`src/rtl/pwm_pkg.sv`:
```
// Shared gate-path definitions: leg state encoding and dead-time counter helpers.
package pwm_pkg;

  localparam int unsigned DT_CNT_W = 8;
  localparam int unsigned DT_MAX   = (2 ** DT_CNT_W) - 1;
  localparam logic [DT_CNT_W-1:0] DT_ONE = {{(DT_CNT_W-1){1'b0}}, 1'b1};

  typedef enum logic [1:0] {
    LEG_OFF   = 2'd0,
    LEG_HI    = 2'd1,
    LEG_LO    = 2'd2,
    LEG_FAULT = 2'd3
  } leg_state_e;

  function automatic logic [DT_CNT_W-1:0] sat_dec(input logic [DT_CNT_W-1:0] v);
    return (v == {DT_CNT_W{1'b0}}) ? v : (v - DT_ONE);
  endfunction

  function automatic logic [DT_CNT_W-1:0] sat_inc(input logic [DT_CNT_W-1:0] v);
    return (v == {DT_CNT_W{1'b1}}) ? v : (v + DT_ONE);
  endfunction

endpackage

```
`src/rtl/dt_leg.sv`:
```
// One half-bridge leg: command synchroniser, dead-time counter and interlock FSM.
// Optional minimum on-command qualification under DT_MIN_PULSE_EN.
module dt_leg
  import pwm_pkg::*;
#(
  parameter int unsigned DT_CYCLES = 50
`ifdef DT_MIN_PULSE_EN
  , parameter int unsigned MIN_PULSE = 10
`endif
) (
  input  logic CLK_50M,
  input  logic Rst,
  input  logic En,
  input  logic Flt_Clr,
  input  logic pwm_h_d,
  input  logic pwm_l_d,
  output logic pwm_h,
  output logic pwm_l,
  output logic shoot_flt
);

  localparam logic [DT_CNT_W-1:0] DT_LOAD = DT_CNT_W'(DT_CYCLES);

  logic h_meta_r, l_meta_r, cmd_h_r, cmd_l_r;
  leg_state_e state_r;
  logic [DT_CNT_W-1:0] dt_cnt_r;
  logic flt_r, pwm_h_r, pwm_l_r;
  logic dt_done_s, qual_ok_s;

  // Two-flop synchroniser for the asynchronous pad commands
  always_ff @(posedge CLK_50M or posedge Rst) begin
    if (Rst) begin
      h_meta_r <= 1'b0;
      l_meta_r <= 1'b0;
      cmd_h_r  <= 1'b0;
      cmd_l_r  <= 1'b0;
    end else begin
      h_meta_r <= pwm_h_d;
      l_meta_r <= pwm_l_d;
      cmd_h_r  <= h_meta_r;
      cmd_l_r  <= l_meta_r;
    end
  end

`ifdef DT_MIN_PULSE_EN
  localparam logic [DT_CNT_W-1:0] QUAL_LEN = DT_CNT_W'(MIN_PULSE);
  logic [DT_CNT_W-1:0] qual_cnt_r, qual_cnt_s;
  logic prev_h_r, prev_l_r;

  // Run length of the current single-direction command, this cycle included
  always_comb begin
    qual_cnt_s = {DT_CNT_W{1'b0}};
    if ((cmd_h_r && !cmd_l_r && prev_h_r) || (cmd_l_r && !cmd_h_r && prev_l_r)) begin
      qual_cnt_s = sat_inc(qual_cnt_r);
    end else if (cmd_h_r ^ cmd_l_r) begin
      qual_cnt_s = DT_ONE;
    end else begin
      qual_cnt_s = {DT_CNT_W{1'b0}};
    end
  end

  // Qualification counter state; restarts whenever the command drops or flips
  always_ff @(posedge CLK_50M or posedge Rst) begin
    if (Rst) begin
      qual_cnt_r <= {DT_CNT_W{1'b0}};
      prev_h_r   <= 1'b0;
      prev_l_r   <= 1'b0;
    end else begin
      qual_cnt_r <= qual_cnt_s;
      prev_h_r   <= cmd_h_r;
      prev_l_r   <= cmd_l_r;
    end
  end

  assign qual_ok_s = (qual_cnt_s >= QUAL_LEN);
`else
  assign qual_ok_s = 1'b1;
`endif

  // Turn-on is allowed on the cycle the count expires, giving a gap of exactly DT_CYCLES edges
  assign dt_done_s = (dt_cnt_r <= DT_ONE);

  // Leg interlock FSM with registered gate outputs
  always_ff @(posedge CLK_50M or posedge Rst) begin
    if (Rst) begin
      state_r  <= LEG_OFF;
      dt_cnt_r <= DT_LOAD;
      flt_r    <= 1'b0;
      pwm_h_r  <= 1'b0;
      pwm_l_r  <= 1'b0;
    end else if (cmd_h_r && cmd_l_r) begin
      state_r  <= LEG_FAULT;
      dt_cnt_r <= DT_LOAD;
      flt_r    <= 1'b1;
      pwm_h_r  <= 1'b0;
      pwm_l_r  <= 1'b0;
    end else if (!En) begin
      state_r  <= (state_r == LEG_FAULT) ? LEG_FAULT : LEG_OFF;
      dt_cnt_r <= DT_LOAD;
      pwm_h_r  <= 1'b0;
      pwm_l_r  <= 1'b0;
    end else begin
      case (state_r)
        LEG_HI: begin
          dt_cnt_r <= DT_LOAD;
          pwm_l_r  <= 1'b0;
          if (!cmd_h_r) begin
            state_r <= LEG_OFF;
            pwm_h_r <= 1'b0;
          end else begin
            pwm_h_r <= 1'b1;
          end
        end
        LEG_LO: begin
          dt_cnt_r <= DT_LOAD;
          pwm_h_r  <= 1'b0;
          if (!cmd_l_r) begin
            state_r <= LEG_OFF;
            pwm_l_r <= 1'b0;
          end else begin
            pwm_l_r <= 1'b1;
          end
        end
        LEG_OFF: begin
          dt_cnt_r <= sat_dec(dt_cnt_r);
          if (cmd_h_r && dt_done_s && qual_ok_s) begin
            state_r <= LEG_HI;
            pwm_h_r <= 1'b1;
            pwm_l_r <= 1'b0;
          end else if (cmd_l_r && dt_done_s && qual_ok_s) begin
            state_r <= LEG_LO;
            pwm_h_r <= 1'b0;
            pwm_l_r <= 1'b1;
          end else begin
            pwm_h_r <= 1'b0;
            pwm_l_r <= 1'b0;
          end
        end
        LEG_FAULT: begin
          pwm_h_r <= 1'b0;
          pwm_l_r <= 1'b0;
          if (Flt_Clr && !cmd_h_r && !cmd_l_r) begin
            state_r  <= LEG_OFF;
            flt_r    <= 1'b0;
            dt_cnt_r <= DT_LOAD;
          end else begin
            dt_cnt_r <= sat_dec(dt_cnt_r);
          end
        end
        default: begin
          state_r  <= LEG_OFF;
          dt_cnt_r <= DT_LOAD;
          pwm_h_r  <= 1'b0;
          pwm_l_r  <= 1'b0;
        end
      endcase
    end
  end

  assign pwm_h     = pwm_h_r;
  assign pwm_l     = pwm_l_r;
  assign shoot_flt = flt_r;

endmodule

```
`src/rtl/pwm_deadtime.sv`:
```
// Dead-time insertion and shoot-through interlock for N_LEGS half-bridge legs.
// Define DT_MIN_PULSE_EN to add minimum on-command qualification (MIN_PULSE cycles).
module pwm_deadtime
  import pwm_pkg::*;
#(
  parameter int unsigned N_LEGS    = 4,
  parameter int unsigned DT_CYCLES = 50,
  parameter int unsigned MIN_PULSE = 10
) (
  input  logic              CLK_50M,
  input  logic              Rst,
  input  logic              En,
  input  logic [N_LEGS-1:0] Pwm_H_D,
  input  logic [N_LEGS-1:0] Pwm_L_D,
  input  logic              Flt_Clr,
  output logic [N_LEGS-1:0] Pwm_H,
  output logic [N_LEGS-1:0] Pwm_L,
  output logic [N_LEGS-1:0] Shoot_Flt
);

  if (DT_CYCLES < 1 || DT_CYCLES > DT_MAX || MIN_PULSE < 1 || MIN_PULSE > DT_MAX) begin : g_bad_param
    $error("pwm_deadtime: DT_CYCLES and MIN_PULSE must lie in 1..255");
  end

  for (genvar g = 0; g < N_LEGS; g++) begin : g_leg
    dt_leg #(
      .DT_CYCLES(DT_CYCLES)
`ifdef DT_MIN_PULSE_EN
      , .MIN_PULSE(MIN_PULSE)
`endif
    ) u_leg (
      .CLK_50M  (CLK_50M),
      .Rst      (Rst),
      .En       (En),
      .Flt_Clr  (Flt_Clr),
      .pwm_h_d  (Pwm_H_D[g]),
      .pwm_l_d  (Pwm_L_D[g]),
      .pwm_h    (Pwm_H[g]),
      .pwm_l    (Pwm_L[g]),
      .shoot_flt(Shoot_Flt[g])
    );
  end

endmodule
```
`config.mk`:
```
export PLATFORM = sky130hd
export DESIGN_NAME = pwm_deadtime
export DESIGN_NICKNAME = d
export VERILOG_FILES = /design/src/rtl/pwm_pkg.sv /design/src/rtl/dt_leg.sv /design/src/rtl/pwm_deadtime.sv
export SDC_FILE = /design/constraint.sdc
export NUM_CORES = 1
export LEC_CHECK = 0
export ABC_AREA = 1
export CORE_ASPECT_RATIO = 0.8
export CORE_MARGIN = 1
export CORE_UTILIZATION = 64
export DETAILED_ROUTE_END_ITERATION = 6
export HOLD_SLACK_MARGIN = 0.1
export PLACE_DENSITY = 0.95
export RECOVER_POWER = 50
export SETUP_SLACK_MARGIN = 0.5
export SKIP_LAST_GASP = 1
export SLEW_MARGIN = 0
export SYNTH_ARGS = -nofsm -noshare
export SYNTH_HDL_FRONTEND = slang
export SYNTH_SLANG_ARGS = --single-unit
export TNS_END_PERCENT = 5
```
`constraint.sdc`:
```
create_clock -name CLK_50M -period 4.4 [get_ports CLK_50M]
set_input_delay 1.1 -clock CLK_50M [delete_from_list [all_inputs] [get_ports CLK_50M]]
set_output_delay 1.1 -clock CLK_50M [all_outputs]
set_load 0.03 [all_outputs]
```
# After elaboration in Yosys (flattened, before gate mapping)
# Index checks and enable logic that the tools add are counted.
word_totals:
  output_inout_bits: 12
  reg_bits: 68
  wordCells: 256
  in_bits: 12
classes:
  mux: 116
  add_sub_neg: 4
  n_lt_le_gt_ge: 4
  reduce_logical: 68
  n_eq_ne: 28
op_table:
  columns: ["operator", "count"]
  rows:
  - ["$mux W8", 16]
  - ["$pmux W8 S3", 4]
  - ["$mux W2", 32]
  - ["$mux W1", 52]
  - ["$le A8 B1 Y1 const B", 4]
  - ["$logic_not A8 Y1", 4]
  - ["$ne A4 B4 Y1 const B", 8]
  - ["$pmux W2 S4", 4]
  - ["$sub A8 B1 Y8 const B", 4]
  - ["$pmux W1 S3", 8]
  - ["$reduce_bool A2 Y1", 12]
  - ["$reduce_or A2 Y1", 12]
  - ["$logic_and A1 B1 Y1", 20]
  - ["$ne A5 B2 Y1 const B", 4]
  - ["$eq A2 B2 Y1 const B", 8]
  - ["$ne A4 B3 Y1 const B", 4]
  - ["$reduce_and A4 Y1", 4]
  - ["$reduce_and A3 Y1", 4]
  - ["$eq A2 B1 Y1 const B", 4]
  - ["$logic_not A1 Y1", 8]
  - ["$logic_not A2 Y1", 4]

# Logic depth before layout (Yosys ltp)
logic_depth:
  word_depth: 7
  mapped_depth: 10
  depth_no_buf: 10

# Cells and area by module
# Synthesis repeated with hierarchy kept, for this count alone.
hier_totals:
  cells_unflattened: 480
  hier_area_um2: 4252.8
modules_own_cells:
  columns: ["mod", "n_inst", "seq_area_each_um2", "area_each_um2", "cells_per_inst"]
  rows:
  - ["dt_leg at g_leg[0].u_leg ...", 2, 429.2, 1074.8, 121]
  - ["dt_leg at g_leg[3].u_leg", 1, 429.2, 1064.8, 119]
  - ["dt_leg at g_leg[2].u_leg", 1, 429.2, 1038.5, 119]

# Worst setup path after synthesis
# OpenSTA, ideal clock, no wires.
synth_timing:
  kind: "input port to flip-flop"
  from: "input En"
  to: "register g_leg[2].u_leg.dt_cnt_r[6]"
  arrival_time_ns: 1.765
  required_ns: 4.331
  path_slack_ns: 2.567
  path_stages: 7
  cell_sequence: "buf_4 > nand2_2 > nor2_2 > inv_2 > a21oi_4 > nand2_4 > nor2_2"
synth_via:
  elab_chain_cells: 2
synth_rtl:
  columns: ["element", "line_no", "rtl"]
  rows:
  - ["start: declaration", "pwm_deadtime.sv:12", "input logic En,"]
  - ["$mux W8", "dt_leg.sv:97", "end else if (!En) begin"]
  - ["$mux W8", "dt_leg.sv:91", "end else if (cmd_h_r && cmd_l_r) begin"]
  - ["end signal: assignment", "dt_leg.sv:125", "dt_cnt_r <= sat_dec(dt_cnt_r);"]
  - ["end signal: assignment", "dt_leg.sv:147", "dt_cnt_r <= sat_dec(dt_cnt_r);"]
  - ["end: declaration", "dt_leg.sv:26", "logic [DT_CNT_W-1:0] dt_cnt_r;"]
# No other way between the ends.
# A chain may end at the register's enable or synchronous reset.

==> key figures <==
Synth
  • Largest family of logic cells by synthesized area: simple AND/OR/NAND/NOR gates
  • Simple-gate share of the synthesized area: 25.63%
  • Mux cell area share after synthesis: 0%
  • Unique masters post-synth: 43
  • Avg Cell Area, Syn: 8.818 um^2
  • FF+latch count, synth: 68
  • Adder-cell share of the synthesized area: 10.18%
  • Post-synthesis sequential area ratio: 42.32%
  • Mapped cell area: 4056 um^2
  • Mapped Nets: 505
  • Synth Area in XOR/XNOR: 4.750%
  • Syn Inst Count: 460
  • Warnings, synthesis: 0
  • Synth Area in Compound Gates: 8.297%

Critical path
  • Critical Path RT: 4.76 ns
  • FF-to-FF Start: g_leg[1].u_leg.dt_cnt_r[1]
  • Crit-path slowest cell: inv_1
  • WP depth: 3
  • Crit Path Category: in -> async
  • Max incr delay on CP: 0.81 ns
  • Cell family with the largest share of critical-path delay: buffers and inverters
  • Worst Reg-to-Reg Cells: 8
  • Crit path capture: g_leg[3].u_leg.l_meta_r
  • FF-to-FF setup slack: 2.71 ns
  • Critical Path Source Type: input port
  • Arrival @ worst endpoint: 3.14 ns
  • Worst setup EP type: asynchronous set/reset pin
  • FF-to-FF End: g_leg[1].u_leg.state_r[1]
  • CP bufs+invs: 3
  • CP Launch Point: Rst
  • Cell chain of the critical path: dlygate4sd3_1 -> inv_1 -> clkbuf_1
  • Crit-path max FO: 30

Global route
  • Total gr overflow: 0
  • First-pass GRT wire length: 12900 um
  • Antenna violations before repair: 0
  • Largest net degree at the start of global routing: 31
  • Total track usage: 25.53%
  • Vias in the first global route: 2955

Timing
  • Clk_skew: 0.01424 ns
  • Rel. slew slack: 25.60%
  • Sum Neg Setup Slack: 0 ns
  • Unrepaired setup endpoints after global routing: no
  • # setup viols final: 0
  • Final min period: 2.773 ns
  • Max Fclk: 360.7 MHz
  • Fin crit share: 63.02%
  • Slew Viols, Final: 0
  • Hold Vio Cnt, Final: 0
  • Hold_ws: 0.3424 ns
  • Worst Tran Pin Value: 1.115 ns

Clock network
  • Setup Buffers After CTS: 0
  • Clock-pin slew on the worst setup and hold paths: 0.07 ns
  • Clk root buf: clkbuf_8
  • CTS tree: yes
  • CTS HTree Levels: 3
  • Num CTS Buffers: 9
  • Worst-skew pair later-pin latency: 0.35 ns
  • # hold bufs at CTS: 0
  • PostCTS Resize Cnt: 0
  • Bufs on Longest Clock Path: 2
  • Clock Sinks: 68

Drt
  • Detailed-route wire length per cell: 13.68 um
  • DR vias/cell: 5.419
  • Drt total wl: 7672 um
  • Via count: 3040
  • DRC: 0
  • ANT nets after route: 0
  • Drt initial violations: 226
  • Pre-antenna DRT Iters: 4

Power
  • Pleak: 2.046 nW
  • Tot Pwr: 2.231 mW
  • VDD IR max: 0.0003066 V
  • Cell Pwr Density: 503.2 nW/um^2

Floorplanning
  • Ports: 24
  • Starting Density: 67.54%
  • Rows: 25
  • Die X: 91.01 um
  • Die area: 6662 um^2
  • Core ar.: 6006 um^2
  • Die height: 73.21 um

Placed design
  • Gp weighted congestion: 0.9290
  • I/O Buffers: 23
  • Placement Cell Area: 4255 um^2
  • Hpwl dp: 5637 um

Finish
  • Area grow syn2layout: 9.315%
  • Multi-input logic area: 1982 um^2
  • Nets@finish: 520
  • Final instance area: 4434 um^2
  • FF/Latch Area: 1717 um^2
  • Share of post-route cells with drive strength above 1: 18.13%
  • Inserted Diodes: 0
  • Fillers: 428

Min path
  • Hold Crit Class: reg -> reg

Outcome
  • Status: finished clean

Flow run
  • Max_cap viols: 0
synthesized netlist by cell type, drive strengths merged:
cell     count  share of area (%)
nand2       96                 10
nor2        57                7.2
dfrtp       56                 35
inv         55                5.1
ha          33                 10
nand3       30                4.2
o21ai       22                2.9
a21oi       18                2.8
buf         17                3.3
dfstp       12                7.8
xor2        12                2.6
xnor2       10                2.2
nand4        9                1.4
nor3         8                1.5
clkbuf       4               0.37
nand3b       4                1.0
a31o         3               0.65
a31oi        3               0.46
a21boi       2               0.37
a211oi       1               0.19
and3         1               0.15
clkinv       1              0.092
o2111ai      1               0.22
o21a         1               0.19
o221ai       1               0.22
o22ai        1               0.15
o31ai        1               0.19
or2          1               0.15
final cells by class:
class | instances | share of cell area [%]
Multi-Input combinational cell | 315 | 44.70
Clock buffer | 14 | 3.894
Tap cell | 81 | 2.286
Clock inverter | 2 | 0.2257
Inverter | 56 | 4.740
Timing Repair Buffer | 25 | 5.446
Sequential cell | 68 | 38.71
report_power, final:
part / switching [mW] / internal [mW] / total [mW]
clock network: 0.221 / 0.249 / 0.471
registers: 0.129 / 0.766 / 0.895
logic: 0.539 / 0.327 / 0.866
placed cells by master, fill, tap and decap left out, drive strengths merged:
cell | Yosys | final
xnor2 | 10 | 10
nand3b | 4 | 4
a211oi | 1 | 1
dlygate4sd3 | 0 | 9
xor2 | 12 | 12
nand4 | 9 | 9
dfstp | 12 | 12
nand2 | 96 | 96
o2111ai | 1 | 1
a31o | 3 | 3
ha | 33 | 33
o22ai | 1 | 1
o21ai | 22 | 22
clkdlybuf4s50 | 0 | 14
and3 | 1 | 1
dfrtp | 56 | 56
nand3 | 30 | 30
or2 | 1 | 1
nor2 | 57 | 57
clkbuf | 4 | 15
inv | 55 | 55
clkinv | 1 | 3
o221ai | 1 | 1
o31ai | 1 | 1
nor3 | 8 | 8
a21oi | 18 | 18
a21boi | 2 | 2
a31oi | 3 | 3
buf | 17 | 1
o21a | 1 | 1
worst min path at each step:
stage | end | slack, ns | cells after the start | from
global placement | g_leg[2].u_leg.cmd_l_r | 0.33 | 0 | g_leg[2].u_leg.l_meta_r
floorplan | g_leg[0].u_leg.cmd_h_r | 0.33 | 0 | g_leg[0].u_leg.h_meta_r
CTS | g_leg[2].u_leg.cmd_l_r | 0.35 | 0 | g_leg[2].u_leg.l_meta_r
finish | g_leg[2].u_leg.cmd_l_r | 0.34 | 0 | g_leg[2].u_leg.l_meta_r
global route | g_leg[2].u_leg.cmd_l_r | 0.36 | 0 | g_leg[2].u_leg.l_meta_r
detailed placement | g_leg[3].u_leg.cmd_h_r | 0.34 | 0 | g_leg[3].u_leg.h_meta_r
flip-flops by register name, indices dropped and copies added (netlist names):
register and cells:
g_leg.u_leg.pwm_l 4, g_leg.u_leg.cmd_l_r 4, g_leg.u_leg.pwm_h 4, g_leg.u_leg.shoot_flt 4, g_leg.u_leg.l_meta_r 4, g_leg.u_leg.cmd_h_r 4, g_leg.u_leg.h_meta_r 4, g_leg.u_leg.state_r 8
g_leg.u_leg.dt_cnt_r 32
routing by layer:
layer / track usage [%] / part of all wire (%) / vias up / wire length [um]
met2: 42.59 / 49 / 84 / 3760
met5: 0 / 0 / - / 0
li1: - / - / 1494 / -
met1: 30.92 / 44 / 1449 / 3359
met3: 7.396 / 5.4 / 13 / 411
met4: 12.52 / 1.8 / 0 / 140
per-stage QoR:
stage / util (%) / std cells / setup WS [ns]
floorplan: - / 460 / 1.608
global placement: 70.85 / 545 / 1.624
detailed placement: 70.85 / 545 / 1.522
CTS: 73.90 / 561 / 1.854
global route: 73.83 / 561 / 1.289
finish: 73.83 / 561 / 1.627
logic make-up (layout without fill, tap and decap cells):
kind of cell / count (synthesis) / after routing
DFF: 68 / 68
adders and majority gates: 33 / 33
buffers and inverters: 77 / 97
AOI/OAI and AO/OA: 54 / 54
and+or+nand+nor: 206 / 206
xor gates and xnor gates: 22 / 22
Power figures use the tool's default switching activity.
